==> src/rtl/imem_boot_loader.sv <==
// Purpose : assembles a length-prefixed, checksummed byte stream into 32-bit words,
//           writes them to RAM from address 0 and releases the core after verification.
// Latency : mem_we is high one cycle after the 4th byte of a word. core_reset falls one cycle after the last checksum byte.
// Backpr. : rx_ready is low only in DONE. ERROR keeps draining bytes so the host never stalls.
//
// Ports:
//   clk, reset                  system clock, synchronous active-high reset
//   rx_data/rx_valid/rx_ready   byte stream in (valid/ready handshake)
//   start                       one-cycle pulse, re-arms from DONE or ERROR
//   mem_we/mem_addr/mem_wdata   RAM word write port
//   core_reset                  processor reset, low only after a verified load
//   busy/done/error             loader status
module imem_boot_loader #(
    parameter int DEPTH  = 1024,
    parameter int ADDR_W = 10
) (
    input  logic              clk,
    input  logic              reset,
    input  logic [7:0]        rx_data,
    input  logic              rx_valid,
    output logic              rx_ready,
    input  logic              start,
    output logic              mem_we,
    output logic [ADDR_W-1:0] mem_addr,
    output logic [31:0]       mem_wdata,
    output logic              core_reset,
    output logic              busy,
    output logic              done,
    output logic              error
);

    typedef enum logic [2:0] {
        S_LEN_LO,
        S_LEN_HI,
        S_DATA,
        S_CSUM,
        S_DONE,
        S_ERROR
    } state_t;

    localparam logic [16:0] DEPTH_L = 17'(DEPTH);

    state_t      state, state_nxt;
    logic [15:0] len_q;
    logic [1:0]  byte_idx;
    logic [16:0] word_cnt;      // one bit wider than a 16-bit length so L == 65535 still terminates
    logic [23:0] asm_q;         // last three bytes received; the 4th completes the word
    logic [31:0] sum_q;

    logic        acc;
    logic [31:0] word_next;
    logic [16:0] len_full;
    logic [16:0] cnt_next;
    logic        rearm;

    assign acc       = rx_valid && rx_ready;
    assign word_next = {rx_data, asm_q};          // little-endian: first byte ends up in [7:0]
    assign len_full  = {1'b0, rx_data, len_q[7:0]};
    assign cnt_next  = word_cnt + 17'd1;
    assign rearm     = start && (state == S_DONE || state == S_ERROR);

    // State register
    always_ff @(posedge clk) begin
        if (reset) begin
            state <= S_LEN_LO;
        end else begin
            state <= state_nxt;
        end
    end

    // Next-state logic
    always_comb begin
        state_nxt = state;
        case (state)
            S_LEN_LO: if (acc) state_nxt = S_LEN_HI;
            S_LEN_HI: begin
                if (acc) begin
                    if (len_full == 17'd0)
                        state_nxt = S_CSUM;
                    else if (len_full > DEPTH_L)
                        state_nxt = S_ERROR;
                    else
                        state_nxt = S_DATA;
                end
            end
            S_DATA: begin
                if (acc && byte_idx == 2'd3 && cnt_next == {1'b0, len_q})
                    state_nxt = S_CSUM;
            end
            S_CSUM: begin
                if (acc && byte_idx == 2'd3)
                    state_nxt = (word_next == sum_q) ? S_DONE : S_ERROR;
            end
            S_DONE:  if (start) state_nxt = S_LEN_LO;
            S_ERROR: if (start) state_nxt = S_LEN_LO;
            default: state_nxt = S_LEN_LO;
        endcase
    end

    // Status outputs decoded from state
    always_comb begin
        rx_ready   = 1'b1;
        busy       = 1'b0;
        done       = 1'b0;
        error      = 1'b0;
        core_reset = 1'b1;
        case (state)
            S_LEN_LO, S_LEN_HI, S_DATA, S_CSUM: busy = 1'b1;
            S_DONE: begin
                rx_ready   = 1'b0;
                done       = 1'b1;
                core_reset = 1'b0;
            end
            S_ERROR: error = 1'b1;
            default: busy = 1'b0;
        endcase
    end

    // Datapath: length capture, word assembly, RAM write and running checksum
    always_ff @(posedge clk) begin
        if (reset) begin
            len_q     <= '0;
            byte_idx  <= '0;
            word_cnt  <= '0;
            asm_q     <= '0;
            sum_q     <= '0;
            mem_we    <= 1'b0;
            mem_addr  <= '0;
            mem_wdata <= '0;
        end else begin
            mem_we <= 1'b0;
            if (rearm) begin
                len_q    <= '0;
                byte_idx <= '0;
                word_cnt <= '0;
                asm_q    <= '0;
                sum_q    <= '0;
            end else if (acc) begin
                case (state)
                    S_LEN_LO: len_q[7:0]  <= rx_data;
                    S_LEN_HI: len_q[15:8] <= rx_data;
                    S_DATA: begin
                        asm_q    <= word_next[31:8];
                        byte_idx <= byte_idx + 2'd1;
                        if (byte_idx == 2'd3) begin
                            mem_we    <= 1'b1;
                            mem_addr  <= word_cnt[ADDR_W-1:0];
                            mem_wdata <= word_next;
                            sum_q     <= sum_q + word_next;
                            word_cnt  <= cnt_next;
                        end
                    end
                    S_CSUM: begin
                        asm_q    <= word_next[31:8];
                        byte_idx <= byte_idx + 2'd1;
                    end
                    default: ;  // bytes in ERROR are drained and dropped
                endcase
            end
        end
    end

endmodule

==> config.mk <==
export PLATFORM = sky130hd
export DESIGN_NAME = imem_boot_loader
export DESIGN_NICKNAME = d
export VERILOG_FILES = /design/src/rtl/imem_boot_loader.sv
export SDC_FILE = /design/constraint.sdc
export NUM_CORES = 1
export LEC_CHECK = 0
export CORE_MARGIN = 2
export CORE_UTILIZATION = 30
export DETAILED_ROUTE_END_ITERATION = 8
export SYNTH_ARGS = -nofsm -noshare
export SYNTH_HDL_FRONTEND = slang
export SYNTH_SLANG_ARGS = --single-unit
==> constraint.sdc <==
create_clock -name clk -period 8.1 [get_ports clk]
set_input_delay 1.62 -clock clk [delete_from_list [all_inputs] [get_ports clk]]
set_output_delay 1.62 -clock clk [all_outputs]
set_load 0.005 [all_outputs]
* Word level (Yosys, flattened, before mapping)
Cells that the tools add are included.
** Word-level totals
- Bits of input ports :: 12
- Word-level logic and storage cells :: 62
- Output and inout port bits :: 48
- Register bits after elaboration :: 137
** Cells by class
- Eq/ne operators :: 13
- Bitwise operators :: 3
- Order comparisons :: 1
- Reduce and logical (&&, ||, !) cells :: 18
- Mux-type cells :: 14
- Add/sub/neg operators :: 3
** Operator list (number)
- adder 32 bit :: 1
- == test 32 bit :: 1
- 2-to-1 mux 3 bit :: 7
- adder 17 x 1 -> 17 bit (second input constant) :: 1
- == test 17 x 16 -> 1 bit :: 1
- zero test 17 bit :: 1
- greater-than comparator 16 x 11 -> 1 bit (second input constant) :: 1
- one-hot mux 3 bit (5 select lines) :: 1
- != test 2 bit (second input constant) :: 4
- OR reduction 4 bit :: 2
- == test 3 x 2 -> 1 bit (second input constant) :: 2
- == test 3 bit (second input constant) :: 2
- 2-to-1 mux 1 bit :: 6
- AND reduction 2 bit :: 3
- OR reduction 2 bit :: 3
- AND reduction 5 bit :: 1
- logical AND 1 bit :: 4
- AND reduction 4 bit :: 1
- == test 3 x 1 -> 1 bit (second input constant) :: 1
- zero test 3 bit :: 1
- inverter 1 bit :: 3
- AND reduction 3 bit :: 1
- adder 2 x 1 -> 2 bit (second input constant) :: 1
- == test 2 bit (second input constant) :: 1
- 2 further kinds :: 2

* Depth between registers and ports, before layout
- Depth in word-level cells :: 7
- Gate-level depth with buffers :: 11
- Gate-level depth less buffers :: 11

* Least setup slack after synthesis
Ideal clock, no wire load.
- Path type :: input-to-reg
- Start point :: in rx_data[1]
- End point :: reg sum_q[31]
- Stages :: 10
- Buffers on the path :: 1
- Path slack :: 4.462 ns
- Data required time :: 7.969 ns
- Setup time :: 0.131 ns
- Data arrival time :: 3.506 ns
- Cell sequence :: ha_1 clkbuf_1 nand2_1 o21ai_0 inv_1 o21ai_0 o21ai_0 a221o_1 o311ai_2 o41ai_2
** Between the ends
- Cells in the longest elaborated chain, start to end :: 1
** Ends and longest elaborated chain
- start, declared :: line 19 : input logic [7:0] rx_data,
- adder 32 bit :: line 149 : sum_q <= sum_q + word_next;
- end signal, assigned :: line 149
- end, declared :: line 48 : logic [31:0] sum_q;
No other way between the ends.
A chain may end at the register's enable or synchronous reset.

* Final worst setup path
- Start point :: in rx_valid
- End point :: reg word_cnt[10]
** Between the ends
- Cells in the longest elaborated chain, start to end :: 2
** Ends and longest elaborated chain
- start, declared :: line 20 : input logic rx_valid,
- logical AND 1 bit :: line 56 : assign acc = rx_valid && rx_ready;
- AND reduction 3 bit (no source line)
- end signal, assigned :: line 150 : word_cnt <= cnt_next;
- end, declared :: line 46 : logic [16:0] word_cnt;
No other way between the ends.

==> metrics.yaml <==
internal-power_uw: 1220
cp-start-kind: "input port"
die_h_um: 160
vias: 6585
skew_ns: 0.00990
hold_viol: 0
worstPathArrival_ns: 4.86
crit_required_ns: 8.44
start_util_pct: 30.3
cts_buffers: 17
endpoint_kind: "flip-flop"
setup-violations-final: 0
ys.flop_type: "dfxtp_1"
grt_setup_unrepaired: "no"
grt_pass1_wl_um: 31900
clock-root-buffer: "clkbuf_16"
worstMarginPinSlew_ns: 0.992
setup-tns-final_ns: 0
clk_pin_slew_worst_paths_ns: 0.06
cts_resized: 0
drv_slew: 0
die_area_mm2: 0.0256
postRouteAntennaNets: 0
numClockSinks: 137
htreeDepth: 4
core_mm2: 0.0241
p_total_uw: 1610
min_period_over_period_pct: 55.7
syn_to_final_growth_pct: 18.6
ys_ff_latch: 137
p_clk_share_pct: 49.2
synth_top_area_share_pct: 37.6
cts_buffer_depth: 2
port-buffer-count: 59
p_leak_uw: 0.00310
avgRoutedWirePerCell_um: 15.2
async_reset_ff_share_pct: 0
cap_violations: 0
ys_seq_area_share_pct: 37.6
drc: 0
synth_commonest_cells: "230 x nand2_1, 142 x a21oi_1, 137 x dfxtp_1, 45 x clkbuf_1, 42 x nor2_1"
drt-pass1-iter-count: 7
yosys_warnings: 0
drive_gt1_share_pct: 5.63
slew_headroom_pct: 33.9
syn_nets: 986
fp.dieW_um: 160
synth-edff-count: 0
cts_tree: "yes"
overflow: 0
insertion_delay_ns: 0.42
crit_fanout: 81
syn_inst: 940
seq_power_share_pct: 43.7
drt_iter0_drc: 500
yosysTopAreaCell: "dfxtp_1"
yosysMostFrequentCell: "nand2_1"
wl_um: 19800
yosys-top-cells-area: "dfxtp_1 38%, nand2_1 12%, a21oi_1 9.7%, ha_1 5.7%, xnor2_1 4.1%"
max_freq_mhz: 222
grt_usage_pct: 15.5
ys_types: 71
avgSynthCellArea_um2: 7.77
row_count: 57
pwr-share-comb_pct: 7.0
cts_setup_buffers: 0
cts_hold_buf: 0
syn_area_mm2: 0.00730
antenna_found_initial: 0
powerDensity_mw_per_mm2: 185
via_per_inst: 5.06
status: "finished clean"
p_sw_share_pct: 24.1
grt_pass1_vias: 6097
peakVddDrop_v: 0.000155
crit_type: "input port to flip-flop"
fin_crit_ns: 4.51
fillers: 2536
hp-class: "flip-flop to flip-flop"
grt_start_max_net_pins: 82
fin_nets: 1010
dp_hpwl_um: 13500
gp_congestion: 0.849
antennaDiodeCount: 0
switchingPower_uw: 387
pin_count: 60
## power by group through the flow
| stage | sequential, uW | combinational, uW | clock [uW] |
|---|---|---|---|
| 2_1_floorplan | 708 | 82.9 | 0 |
| 3_3_place_gp | 717 | 111 | 0 |
| 3_5_place_dp | 717 | 112 | 0 |
| 4_1_cts | 702 | 113 | 802 |
| 5_1_grt | 704 | 125 | 832 |
| 6_report | 702 | 113 | 791 |
## worst max-delay path, stage by stage
cell and delay (ns):
clkdlybuf4s50_1 0.49, nor2b_1 0.22, nand2_1 0.60, nor3b_2 0.35, buf_4 0.67, nand2_1 0.35
or3_1 0.40, a21oi_1 0.14
## state kept, by name, summed over array words and instances, names as in the netlist
signal,flops
state,3
mem_wdata,32
word_cnt,17
byte_idx,2
asm_q,24
len_q,16
mem_we,1
mem_addr,10
sum_q,32
## worst paths after layout
kind                            slack [ns]  cells after the start            to    startpoint
worst max-delay path                  3.59                      8  word_cnt[10]      rx_valid
worst min-delay path                  0.45                      2  mem_wdata[3]  mem_wdata[3]
worst max register to register        4.88                      6  word_cnt[10]      state[1]
worst min register to register        0.45                      2  mem_wdata[3]  mem_wdata[3]
## layout by cell type (no fill, tap or decap), types with 3 or more instances in the layout
master             n
nand2_1          230
nand3_1           15
and4_1             4
nand2b_1           3
mux2i_1            5
nand4_1            7
nand3b_1           3
inv_1             15
nor3b_1            4
clkbuf_16         17
nor3_1            15
a22o_1             7
a31oi_1            8
ha_1              33
xnor2_1           34
and2_1             5
o21a_1             9
o32ai_1            3
bufinv_16          3
nor4_1            12
o21ai_0           38
nor2b_1            4
nor2_1            42
dfxtp_1          137
o31a_1             3
or2_2              4
clkdlybuf4s50_1   58
clkbuf_1           3
or3_1             13
a21oi_1          142
and3_1             3
buf_4              3
a211oi_1           9
a21o_1            13
clkinv_4           4
clkinv_2           3
xor2_1            21
## layout make-up
| type | instances | area (um^2) | share of cell area (%) |
|---|---|---|---|
| clock buffers | 21 | 450 | 5.20 |
| repair buffers | 62 | 608 | 7.02 |
| clock inverters | 11 | 148 | 1.70 |
| inverters | 15 | 56.3 | 0.650 |
| flip-flops and latches | 137 | 2740 | 31.7 |
| multi-input cells | 731 | 4250 | 49.1 |
| well taps | 324 | 405 | 4.68 |
## cell families (layout without fill, tap and decap cells)
| family | count (synthesis) | in the layout | share of synthesized area (%) |
|---|---|---|---|
| DFF | 137 | 137 | 37.6 |
| xor gates and xnor gates | 55 | 55 | 6.60 |
| and+or+nand+nor | 375 | 375 | 22.9 |
| AOI/OAI and AO/OA | 262 | 262 | 22.0 |
| buffers and inverters | 72 | 109 | 4.30 |
| adders and majority gates | 34 | 34 | 5.93 |
| muxes | 5 | 5 | 0.686 |
## metrics by stage
step	area (um^2)	utilization (%)	hold slack [ns]	instances	setup slack (ns)
2_1_floorplan	7300	-	0.436	940	4.46
3_3_place_gp	8060	33.4	0.444	1269	3.22
3_5_place_dp	8060	33.4	0.447	1269	3.15
4_1_cts	8660	35.9	0.455	1301	3.59
5_1_grt	8660	35.9	0.470	1301	3.26
6_report	8660	35.9	0.451	1301	3.59
## per-layer routing
metal	GRT usage (%)	up-vias	wire, um
met5	0	-	0
met4	5.61	0	350
met3	3.22	33	945
met2	25.5	154	9200
met1	20.1	3067	9280
li1	-	3331	-
(Power assumes the default switching activity.)
